## src/rtl/amcxtfif_fab_wr.sv

```systemverilog
// Fabric-side write engine of the TX frame FIFO: stores frame words in RAM and commits whole frames.
// Define CORETSE_TXFIF_STATS_EN to build the saturating frame/drop statistics counters.
module amcxtfif_fab_wr #(
  parameter int unsigned RABITS = 12,
  parameter int unsigned DWIDTH = 32
) (
  input  logic              clk,
  input  logic              rst_n,
  input  logic              in_valid,
  output logic              in_ready,
  input  logic [DWIDTH-1:0] in_data,
  input  logic              in_sof,
  input  logic              in_eof,
  input  logic [1:0]        in_bcnt,
  input  logic              in_abort,
  input  logic [RABITS:0]   rd_ptr_sync,
  output logic              ram_we,
  output logic [RABITS-1:0] ram_waddr,
  output logic [DWIDTH+3:0] ram_wdata,
  output logic [RABITS:0]   wr_ptr_commit,
  output logic              frame_done,
  output logic              drop_err,
  output logic [RABITS:0]   free_words,
  output logic [15:0]       frame_cnt,
  output logic [15:0]       drop_cnt
);

  typedef enum logic [1:0] {StIdle, StFrame, StDrop} state_e;

  localparam logic [RABITS:0] One   = (RABITS + 1)'(1);
  localparam logic [RABITS:0] Depth = One << RABITS;

  state_e              state_q, state_d;
  logic [RABITS:0]     wr_ptr_q, wr_ptr_d;
  logic [RABITS:0]     commit_q, commit_d;
  logic                we_q, we_d;
  logic [RABITS-1:0]   waddr_q, waddr_d;
  logic [DWIDTH+3:0]   wdata_q, wdata_d;
  logic                done_q, done_d;
  logic                drop_q, drop_d;
  logic [RABITS:0]     free_q;

  logic [RABITS:0]     used;
  logic                full;
  logic                accept;
  logic                do_write;
  logic [RABITS:0]     wr_at;

  assign used     = wr_ptr_q - rd_ptr_sync;
  assign full     = (used == Depth);
  assign in_ready = rst_n & ((state_q == StDrop) | ~full);
  assign accept   = in_valid & in_ready;

  always_comb begin
    state_d  = state_q;
    wr_ptr_d = wr_ptr_q;
    commit_d = commit_q;
    we_d     = 1'b0;
    waddr_d  = waddr_q;
    wdata_d  = wdata_q;
    done_d   = 1'b0;
    drop_d   = 1'b0;
    do_write = 1'b0;
    wr_at    = wr_ptr_q;

    unique case (state_q)
      StIdle: begin
        if (accept) begin
          if (in_sof) do_write = 1'b1;
          else        drop_d   = 1'b1;
        end
      end
      StFrame: begin
        if (in_abort) begin
          wr_ptr_d = commit_q;
          drop_d   = 1'b1;
          state_d  = StIdle;
        end else if (full && (commit_q == rd_ptr_sync)) begin
          // Frame alone fills the whole RAM: it can never be committed.
          wr_ptr_d = commit_q;
          drop_d   = 1'b1;
          state_d  = StDrop;
        end else if (accept) begin
          do_write = 1'b1;
          if (in_sof) begin
            drop_d = 1'b1;
            wr_at  = commit_q;
          end
        end
      end
      StDrop: begin
        if (accept && in_eof) state_d = StIdle;
      end
      default: state_d = StIdle;
    endcase

    if (do_write) begin
      we_d     = 1'b1;
      waddr_d  = wr_at[RABITS-1:0];
      wdata_d  = {in_eof, in_sof, in_bcnt, in_data};
      wr_ptr_d = wr_at + One;
      if (in_eof) begin
        commit_d = wr_at + One;
        done_d   = 1'b1;
        state_d  = StIdle;
      end else begin
        state_d  = StFrame;
      end
    end
  end

  always_ff @(posedge clk) begin
    if (!rst_n) begin
      state_q  <= StIdle;
      wr_ptr_q <= '0;
      commit_q <= '0;
      we_q     <= 1'b0;
      waddr_q  <= '0;
      wdata_q  <= '0;
      done_q   <= 1'b0;
      drop_q   <= 1'b0;
      free_q   <= Depth;
    end else begin
      state_q  <= state_d;
      wr_ptr_q <= wr_ptr_d;
      commit_q <= commit_d;
      we_q     <= we_d;
      waddr_q  <= waddr_d;
      wdata_q  <= wdata_d;
      done_q   <= done_d;
      drop_q   <= drop_d;
      free_q   <= Depth - used;
    end
  end

  assign ram_we        = we_q;
  assign ram_waddr     = waddr_q;
  assign ram_wdata     = wdata_q;
  assign wr_ptr_commit = commit_q;
  assign frame_done    = done_q;
  assign drop_err      = drop_q;
  assign free_words    = free_q;

`ifdef CORETSE_TXFIF_STATS_EN
  logic [15:0] frame_cnt_q, drop_cnt_q;

  // Counters advance in step with the visible pulses.
  always_ff @(posedge clk) begin
    if (!rst_n) begin
      frame_cnt_q <= '0;
      drop_cnt_q  <= '0;
    end else begin
      if (done_d && (frame_cnt_q != 16'hFFFF)) frame_cnt_q <= frame_cnt_q + 16'd1;
      if (drop_d && (drop_cnt_q != 16'hFFFF))  drop_cnt_q  <= drop_cnt_q + 16'd1;
    end
  end

  assign frame_cnt = frame_cnt_q;
  assign drop_cnt  = drop_cnt_q;
`else
  assign frame_cnt = 16'd0;
  assign drop_cnt  = 16'd0;
`endif

endmodule

```

## config.mk

```make
export PLATFORM = sky130hd
export DESIGN_NAME = amcxtfif_fab_wr
export DESIGN_NICKNAME = d
export VERILOG_FILES = /design/src/rtl/amcxtfif_fab_wr.sv
export SDC_FILE = /design/constraint.sdc
export NUM_CORES = 1
export LEC_CHECK = 0
export ABC_AREA = 0
export CAP_MARGIN = 10
export CORE_MARGIN = 4
export CORE_UTILIZATION = 60
export CTS_BUF_LIST = sky130_fd_sc_hd__clkbuf_4 sky130_fd_sc_hd__clkbuf_8
export CTS_CLUSTER_SIZE = 20
export DETAILED_ROUTE_END_ITERATION = 12
export DONT_BUFFER_PORTS = 1
export GPL_ROUTABILITY_DRIVEN = 0
export GPL_TIMING_DRIVEN = 0
export PLACE_DENSITY = 0.76
export SLEW_MARGIN = 40
export SYNTH_ARGS = -nofsm -noshare
export SYNTH_HDL_FRONTEND = slang
export SYNTH_SLANG_ARGS = --single-unit
```

## constraint.sdc

```tcl
create_clock -name clk -period 6 [get_ports clk]
set_input_delay 1.2 -clock clk [delete_from_list [all_inputs] [get_ports clk]]
set_output_delay 1.2 -clock clk [all_outputs]
set_load 0.05 [all_outputs]
```

# After elaboration in Yosys (flattened, before gate mapping)
# Cells that the tools add are included.
[word_totals]
reg_bits = 92
[op_classes]
eq_ne = 7
muxes = 28
addsub = 3
bitwise_logic = 4
n_reduce_logical = 9
[op_table]
columns = ["operator", "n"]
rows = [
  ["2-to-1 mux 13 bit", 9],
  ["adder 13 x 1 -> 13 bit, second input constant", 1],
  ["== test 13 bit", 1],
  ["== test 13 bit, second input constant", 1],
  ["subtractor 13 bit", 1],
  ["subtractor 13 bit, first input constant", 1],
  ["2-to-1 mux 1 bit", 12],
  ["2-to-1 mux 2 bit", 4],
  ["case mux 2 bit (3 select lines)", 1],
  ["AND reduction 2 bit", 3],
  ["!= test 4 bit, second input constant", 1],
  ["case mux 1 bit (2 select lines)", 2],
  ["!= test 3 x 2 -> 1 bit, second input constant", 1],
  ["AND reduction 3 bit", 1],
  ["nonzero test 3 bit", 1],
  ["AND 1 bit", 2],
  ["== test 2 x 1 -> 1 bit, second input constant", 1],
  ["== test 2 bit, second input constant", 1],
  ["logical AND 1 bit", 2],
  ["zero test 2 bit", 1],
  ["!= test 2 bit, second input constant", 1],
  ["nonzero test 2 bit", 1],
  ["NOT 1 bit", 1],
  ["OR 1 bit", 1],
]

# Depth between registers and ports, before layout
# Gate-level depths: netlist of the first run.
[logic_depth]
ltp_word = 12
depth_mapped = 20

# Worst setup path after synthesis of the first run
# Ideal clock, no wire load.
[synth_path]
kind = "input to register"
start = "input port rd_ptr_sync[0]"
end = "register commit_q[12] (netlist: wr_ptr_commit[12])"
path_slack_ps = 879
path_buffers = 2
arrival_time_ps = 4997
stages = 19
required_ps = 5876
cell_sequence = "ha_1 > fa_1 > nand2b_1 > a21oi_1 > nor3_2 > xnor2_1 > and2b_1 > nand4_4 > o31ai_4 > buf_4 > mux2_2 > ha_1 > clkbuf_1 > and3_1 > nand3_1 > nor2_1 > mux2_2 > o22ai_1 > a31oi_1"
[synth_via]
elab_chain_len = 11
word_cells_on_any_way = 19
classes_between = "2 x add/sub; 2 x eq/ne; 9 x mux; 4 x bitwise; 2 x reduce/logical"
[synth_rtl]
columns = ["element", "line_no", "rtl"]
rows = [
  ["start, declared", "16", "input logic [RABITS:0] rd_ptr_sync,"],
  ["subtractor 13 bit", "49", "assign used = wr_ptr_q - rd_ptr_sync;"],
  ["== test 13 bit", "50", "assign full = (used == Depth);"],
  ["NOT 1 bit", "51", "assign in_ready = rst_n & ((state_q == StDrop) | ~full);"],
  ["OR 1 bit", "51", ""],
  ["AND 1 bit", "51", ""],
  ["AND 1 bit", "52", "assign accept = in_valid & in_ready;"],
  ["2-to-1 mux 13 bit", "83", "end else if (accept) begin"],
  ["2-to-1 mux 13 bit (*)", "78", "end else if (full && (commit_q == rd_ptr_sync)) begin"],
  ["2-to-1 mux 13 bit (*)", "74", "if (in_abort) begin"],
  ["2-to-1 mux 13 bit (*)", "66", "unique case (state_q)"],
  ["via wr_at[1]", "47", "logic [RABITS:0] wr_at;"],
  ["adder 13 x 1 -> 13 bit (*)", "103", "commit_d = wr_at + One;"],
  ["end signal, assigned", "126", "commit_q <= commit_d;"],
  ["end, declared", "35", "logic [RABITS:0] commit_q, commit_d;"],
]
# Mark *: on every way through the listed nets, which the timed path passes. The rest lies on a longest branch.
# A chain may end at the register's enable or synchronous reset.

# Worst setup path in the final report of the first run
[layout_path]
start = "input port rd_ptr_sync[3]"
end = "register commit_q[12] (netlist: wr_ptr_commit[12])"
# Same word-level chain as after synthesis.

==> results of run 1 <==
## logic make-up after synthesis
kind of cell,after synthesis
DFF,92
xor gates and xnor gates,51
other,1
muxes,27
adders and majority gates,15
AOI/OAI and AO/OA,111
buffers and inverters,99
and+or+nand+nor,276
## sequential cells by signal, indices dropped and copies added, names as in the netlist
name	cells
ram_wdata	36
free_words	13
wr_ptr_commit	13
wr_ptr_q	13
ram_waddr	12
state_q	2
drop_err	1
frame_done	1
ram_we	1
## placed cells by master, fill, tap and decap left out, types with 9 or more instances in the layout
master and n:
nand2_1 103, nand3_1 68, xnor2_1 21, ha_1 14
a21oi_1 19, buf_2 9, o21ai_1 29, o21ai_0 12
buf_4 35, o22ai_1 10, mux2i_1 24, inv_1 21
xor2_1 28, conb_1 32, dfxtp_1 92, clkbuf_1 30
nor3_1 17, nor2_1 42, clkbuf_8 9
## metal layers
| layer | track usage | vias to the layer above |
|---|---|---|
| li1 | - | 2343 |
| met4 | 0.08167 | 0 |
| met3 | 0.07104 | 29 |
| met1 | 0.3304 | 2216 |
| met2 | 0.4295 | 241 |
| met5 | 0 | - |
## stage by stage
| stage | setup WS, ps | cells | hold slack, ps | power [W] |
|---|---|---|---|---|
| after floorplan | 879.1 | 703 | 434.6 | 0.0009082 |
| after global placement | 380.9 | 811 | 475.2 | 0.0009337 |
| final | 529.9 | 826 | 527.3 | 0.001354 |
| after global routing | 286.7 | 826 | 537.6 | 0.001411 |
| after CTS | 640.2 | 826 | 505.1 | 0.001361 |
| after detailed placement | 308.2 | 811 | 478.7 | 0.0009396 |
## worst max-delay path by stage
stage | start | end | cells past startpoint
after floorplan | rd_ptr_sync[0] | wr_ptr_commit[12] | 19
after global placement | rd_ptr_sync[0] | wr_ptr_commit[12] | 19
after detailed placement | rd_ptr_sync[0] | wr_ptr_commit[12] | 19
after CTS | rd_ptr_sync[0] | wr_ptr_commit[12] | 19
after global routing | rd_ptr_sync[3] | wr_ptr_commit[12] | 19
final | rd_ptr_sync[3] | wr_ptr_commit[12] | 19
## worst reg2reg max path, cell delays in order, from the launching register on
cell      delay [ps]
dfxtp_1          360
inv_1            160
ha_1             240
fa_1             240
nand2b_1         180
a21oi_1          130
o41ai_1          630
o21ai_1          250
xnor2_2          290
o31ai_4          450
buf_4            270
mux2_2           380
ha_1             230
clkbuf_1         230
and3_1           260
nand3_1          160
nor2_1            60
mux2_2           250
o22ai_1          190
a31oi_1          120
## cell type report
type | instances | area [µm²] | share of cell area
multi-input combinational | 512 | 3152 | 0.5386
sequential | 92 | 1842 | 0.3147
buffer | 75 | 435.4 | 0.07441
tap | 108 | 135.1 | 0.02309
clock buffer | 9 | 123.9 | 0.02117
inverter | 24 | 90.09 | 0.01539
clock inverter | 6 | 73.82 | 0.01261
## report_power, final
part	switching [W]	leakage, nW	total, W	internal (W)
combinational	0.000129	1.71	0.000189	0.0000593
sequential	0.000102	0.750	0.000739	0.000636
clock	0.000230	0.0991	0.000427	0.000196
==> flow_summary_export.csv, run 1 <==
group,metric,value,unit
clocking,cts_setup_buffers,0,
grt,antenna_found_initial,0,
power,ir_drop,0.1538,mV
flow_run,maxCapViolations,0,
sta,final-hold-violation-count,0,
detailed_routing,via_count,4829,
synth,syn_area,0.005393,mm²
detailed_routing,viasPerCell,5.846,
sta,rsz0062_at_grt,"no",
worst_setup_path,crit-reg2reg-launch,"wr_ptr_q[0]",
min_path,min_path_cells,1,
floorplanning,core-area,0.008721,mm²
min_path,hold_end,"drop_err",
detailed_routing,met1_length,5573,µm
detailed_routing,drtIter0Drc,312,
worst_setup_path,startpoint_type,"input port",
synth,ys_types,73,
clocking,cts_tree,"built",
synth,yosys.area_share.simple,0.2432,
placed_design,placement.io_buffers,0,
sta,max_freq,0.1828,GHz
finish,fillCellCount,773,
synth,synth_most_common_cell,"nand2_1",
min_path,min_path_type,"reg -> reg",
worst_setup_path,crit_type,"in -> reg",
worst_setup_path,cp_data_required_time,6250,ps
worst_setup_path,crit_path_cell_trace,"inv_1, ha_1, buf_2, o211ai_1, a21oi_1, o41ai_1, o21ai_1, xnor2_2, o31ai_4, buf_4, mux2_2, ha_1, clkbuf_1, and3_1, nand3_1, nor2_1, mux2_2, o22ai_1, a31oi_1",
grt,grt_start_max_net_pins,17,
clocking,numClockSinks,92,
finish,area_growth,8.515,%
grt,grt_usage,0.2596,
detailed_routing,wl_met2,6752,µm
worst_setup_path,r2r_slack,800,ps
synth,synth_top_cell_by_area,"dfxtp_1",
floorplanning,dieHeight,102.8,µm
worst_setup_path,cp_slowest_cell,"o41ai_1",
sta,finalClockSkew,11.08,ps
synth,syn_avg_cell_area,8.025,µm²
synth,synth-seq-cells,92,
synth,async_flop_share,0,
finish,postLayoutCoreUtil,0.6710,
floorplanning,die_w,102.8,µm
synth,synth_top_cell_area_share,0.3415,
power,pwr_density_cell,231.3,mW/mm²
clocking,cts-root-buf,"clkbuf_8",
grt,grt_pass1_vias,4385,
synth,synth-main-ff-cell,"dfxtp_1",
power,cellLeakagePower,2.559,nW
worst_setup_path,path_buf_inv,4,
clocking,clock_latency,370,ps
clocking,clockBufferDepth,2,
synth,synth-edff-count,0,
detailed_routing,dr.pass1.iters,6,
detailed_routing,wl,14190,µm
synth,yosys-top-cells-area,"dfxtp_1 34%, nand2_1 7.2%, nand3_1 6.3%",
finish,antenna_cells,0,
synth,synth_compound_area_frac,0.1441,
finish,drive_gt1_frac,0.1184,
grt,gr-total-overflow,0,
sta,period_minus_slack,5470,ps
clocking,htree_levels,3,
clocking,cts_made_buffers,9,
synth,ys_seq_area_frac,0.3415,
sta,fin_crit_sh,0.9117,
detailed_routing,routed-wl-met3,1587,µm
synth,synth.area.mux_share,0.05128,
grt,grt_pass1_wl,21640,µm
detailed_routing,ant_nets,0,
worst_setup_path,critical_path.top_delay_family,"compound AO/OA/AOI/OAI gates",
worst_setup_path,cp-end-kind,"register",
sta,tightest_slew,815.4,ps
worst_setup_path,cp.arrival,5720,ps
worst_setup_path,worstPathMaxFanout,10,
sta,tns,0,ps
placed_design,place_hpwl,10830,µm
sta,slew_violations,0,
synth,synth_common_cells,"103 x nand2_1, 92 x dfxtp_1, 68 x nand3_1, 42 x nor2_1, 35 x buf_4",
synth,yosysWarningCount,0,
synth,postSynthCellCount,672,
min_path,holdCritStartpoint,"state_q[1]",
clocking,clk_pin_slew,90,ps
floorplanning,die_area,0.01057,mm²
synth,synth_top_family_by_area,"simple AND/OR/NAND/NOR gates",
clocking,postCtsResizedCells,0,
finish,layout.nets,782,
synth,synthXorXnorAreaFrac,0.08561,
clocking,cts_hold_buf,0,
detailed_routing,highest_layer,"met4",
floorplanning,std_cell_rows,34,
detailed_routing,drc_errors,0,
floorplanning,io_pins,163,
worst_setup_path,rr_endpoint,"wr_ptr_commit[12]",
worst_setup_path,max_stage_delay,630,ps
detailed_routing,wl_per_cell,17.18,µm
floorplanning,initial_utilization,0.6184,
synth,synthAdderAreaFrac,0.03619,
finish,design_area,0.005852,mm²
sta,setup_viol,0,
worst_setup_path,rr_worst_depth,19,
sta,slew_headroom,0.4556,
placed_design,place_area,0.005649,mm²
run_status,status,"completed",
No activity file was read; power rests on OpenSTA's default activity.
==> run 2: changes to the inputs <==
CAP_MARGIN = unset   (was 10)
==> results of run 2 <==
Final layout, timing and power as in run 1 (identical DEF).
